<file path="src/rtl/avalon_req_arbiter_pkg.sv">
// -----------------------------------------------------------------------------
// avalon_arb_pkg
//   Shared types and helpers for the two-requester Avalon-MM arbiter.
//
//   state_t  : FSM encoding (IDLE -> BUS -> RESP -> IDLE)
//   grant_t  : which requester owns the bus (GNT_I = fetch, GNT_D = load/store)
//   TO_W     : timeout counter width for the default TIMEOUT of 1023
//   to_width : timeout counter width for any TIMEOUT (never narrower than 1)
// -----------------------------------------------------------------------------
package avalon_arb_pkg;

    typedef enum logic [1:0] {
        IDLE = 2'd0,
        BUS  = 2'd1,
        RESP = 2'd2
    } state_t;

    typedef enum logic {
        GNT_I = 1'b0,
        GNT_D = 1'b1
    } grant_t;

    localparam int TIMEOUT_DEFAULT = 1023;
    localparam int TO_W            = $clog2(TIMEOUT_DEFAULT + 1);

    // A disabled timeout (0) still needs a 1-bit counter so the register
    // declaration stays legal.
    function automatic int to_width(input int timeout);
        if (timeout < 1) begin
            return 1;
        end
        return $clog2(timeout + 1);
    endfunction

endpackage

</file>
<file path="src/rtl/avalon_req_arbiter_if.sv">
// -----------------------------------------------------------------------------
// avalon_req_arbiter_if
//   Bundles the two requester handshakes and the shared Avalon-MM master bus.
//
//   Requester handshake (I and D): req is a level. Once req is raised, addr,
//   rnw, wdata and lock stay stable until the arbiter returns a one-cycle done
//   pulse; rdata and err are valid only in that done cycle. Req drops in the
//   cycle after done, or stays high to ask for a back-to-back transfer.
//
//   Avalon side: READ/WRITE with ADDRESS/WRITEDATA are held while WAITREQUEST
//   is high; the cycle with WAITREQUEST low completes the transfer and
//   READDATA is sampled in that cycle. BEGINTRANSFER marks the first bus cycle.
//
//   modport master : the arbiter
//   modport slave  : the environment (core requesters + interconnect)
// -----------------------------------------------------------------------------
interface avalon_req_arbiter_if #(
    parameter int WIDTH = 32
);

    // instruction fetch requester
    logic             i_req;
    logic [WIDTH-1:0] i_addr;
    logic             i_done;

    // load/store requester
    logic             d_req;
    logic             d_rnw;
    logic [WIDTH-1:0] d_addr;
    logic [WIDTH-1:0] d_wdata;
    logic             d_lock;
    logic             d_done;

    // shared response
    logic [WIDTH-1:0] rdata;
    logic             err;

    // Avalon-MM master
    logic [WIDTH-1:0] ADDRESS;
    logic             READ;
    logic             WRITE;
    logic [WIDTH-1:0] WRITEDATA;
    logic             BEGINTRANSFER;
    logic             LOCK;
    logic [WIDTH-1:0] READDATA;
    logic             WAITREQUEST;

    modport master (
        input  i_req, i_addr,
        input  d_req, d_rnw, d_addr, d_wdata, d_lock,
        input  READDATA, WAITREQUEST,
        output i_done, d_done, rdata, err,
        output ADDRESS, READ, WRITE, WRITEDATA, BEGINTRANSFER, LOCK
    );

    modport slave (
        output i_req, i_addr,
        output d_req, d_rnw, d_addr, d_wdata, d_lock,
        output READDATA, WAITREQUEST,
        input  i_done, d_done, rdata, err,
        input  ADDRESS, READ, WRITE, WRITEDATA, BEGINTRANSFER, LOCK
    );

endinterface

</file>
<file path="src/rtl/avalon_req_arbiter_select.sv">
// -----------------------------------------------------------------------------
// avalon_arb_select
//   Combinational winner picker for the shared master.
//
//   Ports:
//     i_req, d_req  : requester levels
//     last_grant    : owner of the previous completed transfer
//     lock          : current Avalon LOCK; while set only D may win
//     gnt_valid     : some requester may be granted this cycle
//     gnt_winner    : which one (meaningful only with gnt_valid)
//
//   FAIR != 0 breaks ties toward the requester that did not go last;
//   FAIR == 0 gives D every tie.
// -----------------------------------------------------------------------------
module avalon_arb_select
    import avalon_arb_pkg::*;
#(
    parameter int FAIR = 1
) (
    input  logic   i_req,
    input  logic   d_req,
    input  grant_t last_grant,
    input  logic   lock,
    output logic   gnt_valid,
    output grant_t gnt_winner
);

    always_comb begin
        gnt_valid  = 1'b0;
        gnt_winner = GNT_D;
        if (lock) begin
            // A locked sequence belongs to D; I waits even if D has gone quiet.
            gnt_valid  = d_req;
            gnt_winner = GNT_D;
        end else if (i_req && d_req) begin
            gnt_valid = 1'b1;
            if ((FAIR != 0) && (last_grant == GNT_D)) begin
                gnt_winner = GNT_I;
            end else begin
                gnt_winner = GNT_D;
            end
        end else if (i_req) begin
            gnt_valid  = 1'b1;
            gnt_winner = GNT_I;
        end else if (d_req) begin
            gnt_valid  = 1'b1;
            gnt_winner = GNT_D;
        end
    end

endmodule

</file>
<file path="src/rtl/avalon_req_arbiter.sv">
// -----------------------------------------------------------------------------
// avalon_req_arbiter
//   One Avalon-MM master shared by the instruction-fetch (I) and load/store (D)
//   requesters of the core.
//
//   Ports:
//     CLK, RST_N : clock, asynchronous active-low reset
//     bus        : requester handshakes + Avalon master (interface, master)
//     dbg_state  : current FSM state (IDLE=0, BUS=1, RESP=2)
//
//   Parameters:
//     WIDTH   : address/data width
//     FAIR    : 1 = round-robin on ties, 0 = D always wins ties
//     TIMEOUT : WAITREQUEST stall cycles before the transfer is aborted,
//               0 = never abort
//
//   Flow: IDLE picks a winner and loads the bus registers; BUS holds them
//   while WAITREQUEST is high; completion (or abort) loads rdata/err and the
//   winner's done pulse, which are visible during the single RESP cycle.
//   Zero-wait-state transfers therefore take three cycles.
// -----------------------------------------------------------------------------
module avalon_req_arbiter
    import avalon_arb_pkg::*;
#(
    parameter int WIDTH   = 32,
    parameter int FAIR    = 1,
    parameter int TIMEOUT = 1023
) (
    input  logic                 CLK,
    input  logic                 RST_N,
    avalon_req_arbiter_if.master bus,
    output logic [1:0]           dbg_state
);

    localparam logic [1:0] ST_IDLE = IDLE;
    localparam logic [1:0] ST_BUS  = BUS;
    localparam logic [1:0] ST_RESP = RESP;

    localparam int CNT_W = to_width(TIMEOUT);

    logic [1:0]       state;
    grant_t           last_grant;
    grant_t           winner;
    logic [CNT_W-1:0] cnt;
    logic [CNT_W:0]   cnt_inc;
    logic             timeout_hit;
    logic             gnt_valid;
    grant_t           gnt_winner;

    avalon_arb_select #(
        .FAIR (FAIR)
    ) u_select (
        .i_req      (bus.i_req),
        .d_req      (bus.d_req),
        .last_grant (last_grant),
        .lock       (bus.LOCK),
        .gnt_valid  (gnt_valid),
        .gnt_winner (gnt_winner)
    );

    // The abort fires in the stall cycle that would bring the count to
    // TIMEOUT, so READ/WRITE are seen high for exactly TIMEOUT stalled cycles
    // and the error done follows in the next cycle.
    assign cnt_inc     = {1'b0, cnt} + {{CNT_W{1'b0}}, 1'b1};
    assign timeout_hit = (TIMEOUT != 0) && (cnt_inc == (CNT_W + 1)'(TIMEOUT));

    assign dbg_state = state;

    always_ff @(posedge CLK or negedge RST_N) begin
        if (!RST_N) begin
            state             <= ST_IDLE;
            last_grant        <= GNT_I;
            winner            <= GNT_I;
            cnt               <= '0;
            bus.ADDRESS       <= '0;
            bus.READ          <= 1'b0;
            bus.WRITE         <= 1'b0;
            bus.WRITEDATA     <= '0;
            bus.BEGINTRANSFER <= 1'b0;
            bus.LOCK          <= 1'b0;
            bus.i_done        <= 1'b0;
            bus.d_done        <= 1'b0;
            bus.rdata         <= '0;
            bus.err           <= 1'b0;
        end else begin
            case (state)
                ST_IDLE: begin
                    // LOCK follows d_lock of each D grant; any IDLE cycle that
                    // does not start a locked D transfer releases it. When
                    // locked, the selector only grants D, so an I grant here
                    // always happens with LOCK already clear.
                    bus.LOCK <= gnt_valid && (gnt_winner == GNT_D) && bus.d_lock;
                    if (gnt_valid) begin
                        winner            <= gnt_winner;
                        cnt               <= '0;
                        bus.BEGINTRANSFER <= 1'b1;
                        state             <= ST_BUS;
                        if (gnt_winner == GNT_D) begin
                            bus.ADDRESS   <= bus.d_addr;
                            bus.READ      <= bus.d_rnw;
                            bus.WRITE     <= ~bus.d_rnw;
                            bus.WRITEDATA <= bus.d_wdata;
                        end else begin
                            bus.ADDRESS   <= bus.i_addr;
                            bus.READ      <= 1'b1;
                            bus.WRITE     <= 1'b0;
                            bus.WRITEDATA <= '0;
                        end
                    end
                end

                ST_BUS: begin
                    bus.BEGINTRANSFER <= 1'b0;
                    if (!bus.WAITREQUEST) begin
                        // Writes return 0 so rdata never shows stale read data
                        // alongside a write completion.
                        bus.rdata <= bus.READ ? bus.READDATA : '0;
                        bus.READ  <= 1'b0;
                        bus.WRITE <= 1'b0;
                        if (winner == GNT_D) begin
                            bus.d_done <= 1'b1;
                        end else begin
                            bus.i_done <= 1'b1;
                        end
                        state <= ST_RESP;
                    end else if (timeout_hit) begin
                        bus.rdata <= '0;
                        bus.err   <= 1'b1;
                        bus.READ  <= 1'b0;
                        bus.WRITE <= 1'b0;
                        if (winner == GNT_D) begin
                            bus.d_done <= 1'b1;
                        end else begin
                            bus.i_done <= 1'b1;
                        end
                        state <= ST_RESP;
                    end else begin
                        cnt <= cnt_inc[CNT_W-1:0];
                    end
                end

                ST_RESP: begin
                    // No arbitration here: a req still high now is only seen
                    // in the following IDLE cycle.
                    bus.i_done <= 1'b0;
                    bus.d_done <= 1'b0;
                    bus.err    <= 1'b0;
                    last_grant <= winner;
                    state      <= ST_IDLE;
                end

                default: begin
                    state <= ST_IDLE;
                end
            endcase
        end
    end

endmodule

</file>
<file path="src/flat_wrapper.sv">
// flat-port wrapper written by rule: the top's interface ports become plain ports
module avalon_req_arbiter_flat import avalon_arb_pkg::*;
#(
    parameter int WIDTH   = 32,
    parameter int FAIR    = 1,
    parameter int TIMEOUT = 1023
)
  (CLK, RST_N, dbg_state, bus_i_req, bus_i_addr, bus_d_req, bus_d_rnw, bus_d_addr, bus_d_wdata, bus_d_lock, bus_READDATA, bus_WAITREQUEST, bus_i_done, bus_d_done, bus_rdata, bus_err, bus_ADDRESS, bus_READ, bus_WRITE, bus_WRITEDATA, bus_BEGINTRANSFER, bus_LOCK);
  avalon_req_arbiter_if #(.WIDTH(WIDTH)) bus_i ();
  input  logic CLK;
  input  logic RST_N;
  output logic [1:0] dbg_state;
  input wire logic [$bits(bus_i.i_req)-1:0] bus_i_req;
  input wire logic [$bits(bus_i.i_addr)-1:0] bus_i_addr;
  input wire logic [$bits(bus_i.d_req)-1:0] bus_d_req;
  input wire logic [$bits(bus_i.d_rnw)-1:0] bus_d_rnw;
  input wire logic [$bits(bus_i.d_addr)-1:0] bus_d_addr;
  input wire logic [$bits(bus_i.d_wdata)-1:0] bus_d_wdata;
  input wire logic [$bits(bus_i.d_lock)-1:0] bus_d_lock;
  input wire logic [$bits(bus_i.READDATA)-1:0] bus_READDATA;
  input wire logic [$bits(bus_i.WAITREQUEST)-1:0] bus_WAITREQUEST;
  output wire logic [$bits(bus_i.i_done)-1:0] bus_i_done;
  output wire logic [$bits(bus_i.d_done)-1:0] bus_d_done;
  output wire logic [$bits(bus_i.rdata)-1:0] bus_rdata;
  output wire logic [$bits(bus_i.err)-1:0] bus_err;
  output wire logic [$bits(bus_i.ADDRESS)-1:0] bus_ADDRESS;
  output wire logic [$bits(bus_i.READ)-1:0] bus_READ;
  output wire logic [$bits(bus_i.WRITE)-1:0] bus_WRITE;
  output wire logic [$bits(bus_i.WRITEDATA)-1:0] bus_WRITEDATA;
  output wire logic [$bits(bus_i.BEGINTRANSFER)-1:0] bus_BEGINTRANSFER;
  output wire logic [$bits(bus_i.LOCK)-1:0] bus_LOCK;
  assign bus_i.i_req = bus_i_req;
  assign bus_i.i_addr = bus_i_addr;
  assign bus_i.d_req = bus_d_req;
  assign bus_i.d_rnw = bus_d_rnw;
  assign bus_i.d_addr = bus_d_addr;
  assign bus_i.d_wdata = bus_d_wdata;
  assign bus_i.d_lock = bus_d_lock;
  assign bus_i.READDATA = bus_READDATA;
  assign bus_i.WAITREQUEST = bus_WAITREQUEST;
  assign bus_i_done = bus_i.i_done;
  assign bus_d_done = bus_i.d_done;
  assign bus_rdata = bus_i.rdata;
  assign bus_err = bus_i.err;
  assign bus_ADDRESS = bus_i.ADDRESS;
  assign bus_READ = bus_i.READ;
  assign bus_WRITE = bus_i.WRITE;
  assign bus_WRITEDATA = bus_i.WRITEDATA;
  assign bus_BEGINTRANSFER = bus_i.BEGINTRANSFER;
  assign bus_LOCK = bus_i.LOCK;
  avalon_req_arbiter #(.WIDTH(WIDTH), .FAIR(FAIR), .TIMEOUT(TIMEOUT)) u_core (.CLK(CLK), .RST_N(RST_N), .bus(bus_i), .dbg_state(dbg_state));
endmodule
</file>
<file path="config.mk">
export PLATFORM = sky130hd
export DESIGN_NAME = avalon_req_arbiter_flat
export DESIGN_NICKNAME = d
export VERILOG_FILES = /design/src/rtl/avalon_req_arbiter_pkg.sv /design/src/rtl/avalon_req_arbiter_if.sv /design/src/rtl/avalon_req_arbiter_select.sv /design/src/rtl/avalon_req_arbiter.sv /design/src/flat_wrapper.sv
export SDC_FILE = /design/constraint.sdc
export NUM_CORES = 1
export LEC_CHECK = 0
export CAP_MARGIN = 20
export CORE_AREA = 2 2 134 136
export CTS_BUF_LIST = sky130_fd_sc_hd__clkbuf_4 sky130_fd_sc_hd__clkbuf_8 sky130_fd_sc_hd__clkbuf_16
export CTS_CLUSTER_DIAMETER = 120
export DETAILED_ROUTE_END_ITERATION = 8
export DIE_AREA = 0 0 136 138
export SYNTH_ARGS = -nofsm -noshare
export SYNTH_HDL_FRONTEND = slang
export SYNTH_HIERARCHICAL = 1
export SYNTH_SLANG_ARGS = --single-unit
</file>
<file path="constraint.sdc">
create_clock -name CLK -period 2.8 [get_ports CLK]
set_input_delay 0.42 -clock CLK [delete_from_list [all_inputs] [get_ports CLK]]
set_output_delay 0.42 -clock CLK [all_outputs]
set_load 0.01 [all_outputs]
</file>
# ---- Word level (Yosys, flattened, before mapping)
# Cells that the tools add are included.
# Widths: inputs -> output; s select.
dict set report classes {
  addsub 1
  eq_ne 9
  n_mux 42
  n_bitwise 1
  reduce_logical 14
}
# operator n
set op_table {}
lappend op_table {{$mux 32} 5}
lappend op_table {{$mux 10} 3}
lappend op_table {{$mux 1} 23}
lappend op_table {{$pmux 10 s2} 1}
lappend op_table {{$pmux 1 s2} 6}
lappend op_table {{$add 10x1->11 const B} 1}
lappend op_table {{$eq 11x10->1 const B} 1}
lappend op_table {{$reduce_and 2->1} 5}
lappend op_table {{$mux 2} 3}
lappend op_table {{$ne 2x1->1 const B} 3}
lappend op_table {{$reduce_and 3->1} 2}
lappend op_table {{$ne 2x2->1 const B} 2}
lappend op_table {{$pmux 2 s2} 1}
lappend op_table {{$reduce_and 4->1} 1}
lappend op_table {{$reduce_bool 2->1} 2}
lappend op_table {{$logic_and 1x1->1} 3}
lappend op_table {{$ne 3x2->1 const B} 1}
lappend op_table {{$eq 2x1->1 const B} 1}
lappend op_table {{$eq 2x2->1 const B} 1}
lappend op_table {{$logic_not 2->1} 1}
lappend op_table {{$not 1->1} 1}
dict set report word_totals {
  regBits 117
  input_bits 135
  output_inout_bits 105
  wordCells 81
}

# ---- Logic depth before layout (Yosys ltp)
dict set report depth {
  ltp_word 6
  depth_mapped 9
  depth_no_buf 7
}

# ---- By module
# The synthesis kept the hierarchy.
# mod instances cells_per_inst area_each_um2 seq_area_each_um2
set by_module_without_submodules {}
lappend by_module_without_submodules {avalon_req_arbiter 1 488 5064.9 2927.8}
lappend by_module_without_submodules {avalon_arb_select 1 4 27.5 0.0}

# ---- Least setup slack after synthesis
# Ideal clock, no wire load.
dict set report synth_timing {
  path_type {flip-flop to flip-flop}
  startpoint {register u_core.cnt[0]}
  endpoint {register u_core.bus.WRITE}
  t_arrival_ps 2003
  t_required_ps 2678
  slack_ps 676
  stages_incl_launch_ff 10
  n_path_buf 2
  path_cell_list {dfrtp_1 > ha_1 > clkbuf_1 > nand3_1 > xor2_1 > a211o_1 > o21ai_4 > buf_4 > o21bai_1 > a32o_1}
}
dict set report synth_via {
  elab_chain_len 4
}
# element line
set synth_rtl {}
lappend synth_rtl {{start: declaration} avalon_req_arbiter.sv:44} ;# logic [CNT_W-1:0] cnt;
lappend synth_rtl {{start signal: assignment} avalon_req_arbiter.sv:138} ;# cnt <= cnt_inc[CNT_W-1:0];
lappend synth_rtl {{$add 10x1->11} avalon_req_arbiter.sv:64} ;# assign cnt_inc = {1'b0, cnt} + {{CNT_W{1'b0}}, 1'b1};
lappend synth_rtl {{$eq 11x10->1} avalon_req_arbiter.sv:65} ;# assign timeout_hit = (TIMEOUT != 0) && (cnt_inc == (CNT_W + 1)'(TIMEOUT));
lappend synth_rtl {{$ne 3x2->1 (no line)} --}
lappend synth_rtl {{$reduce_and 3->1 (no line)} --}
lappend synth_rtl {{end signal: assignment} avalon_req_arbiter.sv:101} ;# bus.WRITE <= ~bus.d_rnw;
lappend synth_rtl {{end: declaration} avalon_req_arbiter_if.sv:53} ;# output ADDRESS, READ, WRITE, WRITEDATA, BEGINTRANSFER, LOCK
# No other way between the ends.
# A chain may end at the register's enable or synchronous reset.

# ---- Worst setup path after layout
dict set report layout_timing {
  startpoint {register u_core.cnt[0]}
  endpoint {register u_core.bus.rdata[21]}
}
dict set report layout_via {
  elab_chain_len 4
}
# element line
set layout_rtl {}
lappend layout_rtl {{$add 10x1->11} avalon_req_arbiter.sv:64}
lappend layout_rtl {{$eq 11x10->1} avalon_req_arbiter.sv:65}
lappend layout_rtl {{$ne 2x1->1 (no line)} --}
lappend layout_rtl {{$reduce_and 2->1 (no line)} --}
lappend layout_rtl {{end signal: assignment} avalon_req_arbiter.sv:117} ;# bus.rdata <= bus.READ ? bus.READDATA : '0;
lappend layout_rtl {{end: declaration} avalon_req_arbiter_if.sv:52} ;# output i_done, d_done, rdata, err,
# No other way between the ends.

==> results.tsv <==
stage	metric	value	unit
status	status	finished clean	
floorplan	Die Wd	136	um
synth	post-synthesis cell area	5090	um^2
route	final WL	15.2	mm
power	leakage power	3.79	nW
synth	syn_nets	632	
cts	clock slew at reported path FFs	0.05	ns
global_route	gr usage total	16.7	%
synth	Post-synth EDFFs	0	
synth	top cells by area, synth	dfrtp_1 57%, nand2_1 8.4%, mux2i_1 7.3%, a22o_1 5.5%, nand3_1 4.3%	
critical_path	Buf/Inv on CP	2	
sta	period utilization	90.6	%
route	post-route ant nets	0	
sta	Worst Slack Setup Final	0.263	ns
global_route	grt ovf	0	
floorplan	core area	17500	um^2
synth	FF+latch count, synth	117	
cells_and_area	Finished Cell Area	8340	um^2
cells_and_area	end-of-flow core utilization	47.6	%
critical_path	CP delay by family, top	compound AO/OA/AOI/OAI gates	
floorplan	number of placement rows	49	
floorplan	I/O Pins	240	
sta	skew final	0.00977	ns
critical_path	CP max stage cell	dfrtp_1	
floorplan	die area	18800	um^2
cells_and_area	Syn-to-layout area delta	63.8	%
power	Power Total	8.72	mW
global_route	first-pass GRT wire length	24.4	mm
sta	WHS	0.460	ns
global_route	initial antenna violation count	0	
sta	unrepaired setup endpoints after global routing	false	
global_route	vias in the first global route	4793	
critical_path	arrival time at the worst endpoint	2.84	ns
sta	Worst Tran Pin Value	0.518	ns
cts	Worst-Skew Late Latency	0.42	ns
cts	H-Tree Depth	4	
cells_and_area	Storage cell area	2930	um^2
critical_path	kind of end point of the critical path	register	
critical_path	crit path max fanout	32	
cts	postcts setup bufs	0	
critical_path	Reg2Reg Setup Slack	0.26	ns
placement	gpl congestion	0.862	
cells_and_area	Fillers	1654	
synth	Synth top area share	57.5	%
floorplan	Initial Util	29.0	%
synth	commonest cells in the netlist	117 x dfrtp_1, 114 x nand2_1, 44 x nand3_1, 37 x mux2i_1, 32 x a22o_1	
placement	dpl cells	937	
cells_and_area	n_diodes	0	
sta	final setup TNS	0	ns
critical_path	crit-path cells	ha_1 > inv_1 > o211ai_1 > a211o_1 > o21ai_4 > nand2_1 > buf_4 > a22o_1	
job	maxcap violations	0	
synth	asr flop ratio synth	100	%
cells_and_area	layout cells sized above 1	7.03	%
cts	clock buffer depth	2	
critical_path	WS Path Type	register to register	
synth	post-synthesis area per instance	10.4	um^2
route	drt drc	0	
cts	CTS tree	done	
placement	pre-CTS WS	0.288	ns
cells_and_area	final non-filler cell total	969	
synth	Netlist cell types	46	
synth	most common cell in the netlist	dfrtp_1	
route	drt first-iter violations	223	
synth	post-synthesis sequential area ratio	57.5	%
synth	synthesized instance count	492	
synth	Primary FF master, synth	dfrtp_1	
sta	relative slew slack	65.3	%
critical_path	CP max stage delay	0.46	ns
route	Detailed Routing Iterations Pass 1	5	
placement	DP Area	7770	um^2
sta	Finish-stage setup viols	0	
route	DR vias	4574	
placement	Post-DP HPWL	11.0	mm
critical_path	Req. time, crit path	3.10	ns
cts	CTS root buffer	clkbuf_16	
min_path	Worst Hold Class	register to register	
cts	clock sinks	117	
route	WL/cell	15.7	um
placement	I/O Buffers	239	
synth	Synth Warn #	6	
cells_and_area	multi-input logic area	2000	um^2
route	vias per std cell	4.72	
floorplan	die height	138	um
cts	total CTS buffers	17	
sta	Max Freq	394	MHz
synth	area leader, netlist	dfrtp_1	
sta	final hold vios	0	
power	PD cells	1050	nW/um^2
sta	count of pins over their slew limit	0	
cells_and_area	Total Nets Final	868	
critical_path	Worst Setup Start Kind	register	
power	Max VDD drop	0.000447	V
sta	Tmin final	2.54	ns
global_route	largest net degree at the start of global routing	77	
-- metal layers --
layer	wire (um)	vias to the layer above	global-route usage, %
li1	-	2196	-
met4	346	0	7.40
met5	0	-	0
met3	1310	28	7.11
met1	6060	2168	19.4
met2	7460	182	26.6
-- worst paths after layout --
path,startpoint,to,depth (start not counted)
max in group asynchronous,RST_N,u_core/bus.WRITEDATA[14],3
hold reg to reg,u_core/bus.WRITEDATA[22],u_core/bus.WRITEDATA[22],2
setup / recovery,u_core/cnt[0],u_core/bus.rdata[21],8
min in group asynchronous,RST_N,u_core/bus.rdata[1],2
setup reg to reg,u_core/cnt[0],u_core/bus.rdata[21],8
hold / removal,u_core/bus.WRITEDATA[22],u_core/bus.WRITEDATA[22],2
-- area by class of cell --
type / instances / area share [%]
clock buffer: 18 / 5.27
timing repair buffer: 251 / 30.2
inverter: 12 / 0.540
sequential: 117 / 35.1
multi-input combinational: 329 / 24.0
clock inverter: 13 / 1.46
tap: 229 / 3.44
-- kinds of logic (layout without fill, tap and decap cells) --
logic type	after synthesis	in the layout	share of synthesized area [%]
multiplexers	38	38	7.49
adder cells (fa/ha/maj)	5	5	1.23
AND/OR/NAND/NOR	185	185	16.2
flip-flops	117	117	57.5
buffers and inverters	46	294	3.56
AO/OA/AOI/OAI	100	100	13.9
XOR/XNOR	1	1	0.172
-- power breakdown --
group	switching, mW	leakage [nW]	internal, mW
Sequential	0.445	1.50	2.43
Combinational	1.79	2.03	2.00
Clock	0.812	0.262	1.25
Total	3.04	3.79	5.68
-- worst register-to-register path: cells and delay by family, from the launching register on --
kind                     cells  cell delay, ns
AO/OA/AOI/OAI                4            1.14
flip-flops                   1            0.46
buffers and inverters        2            0.39
adder cells (fa/ha/maj)      1            0.33
AND/OR/NAND/NOR              1            0.10
-- state kept, by name, indices dropped and copies added, names as in the netlist --
signal                    flops
u_core/bus.WRITEDATA         32
u_core/bus.ADDRESS           32
u_core/bus.READ               1
u_core/bus.i_done             1
u_core/bus.BEGINTRANSFER      1
u_core/dbg_state              2
u_core/bus.rdata             32
u_core/bus.WRITE              1
u_core/last_grant             1
u_core/bus.err                1
u_core/bus.d_done             1
u_core/winner                 1
u_core/cnt                   10
u_core/bus.LOCK               1
-- cell usage in the layout (no fill, tap or decap), drive strengths merged, types with 2 or more instances in the layout --
cell / synthesis / routed
clkdlybuf4s50: 0 / 238
dfrtp: 117 / 117
nand2: 114 / 114
nand3: 44 / 44
o21ai: 39 / 39
mux2i: 37 / 37
a22o: 32 / 32
clkbuf: 25 / 18
inv: 12 / 17
buf: 9 / 12
o211ai: 8 / 8
a21oi: 6 / 6
or4: 6 / 6
clkinvlp: 0 / 5
ha: 5 / 5
and2: 4 / 4
nor3: 3 / 3
a31oi: 3 / 3
nor2: 3 / 3
clkinv: 0 / 2
nand4: 2 / 2
a21o: 2 / 2
nor3b: 2 / 2
-- what timing repair did --
item	in CTS	in global routing
gates resized for setup	0	0
hold buffers	1	0
endpoints found under the setup margin	0	0
endpoints found under the hold margin	36	0
No activity file was read; power rests on OpenSTA's default activity.
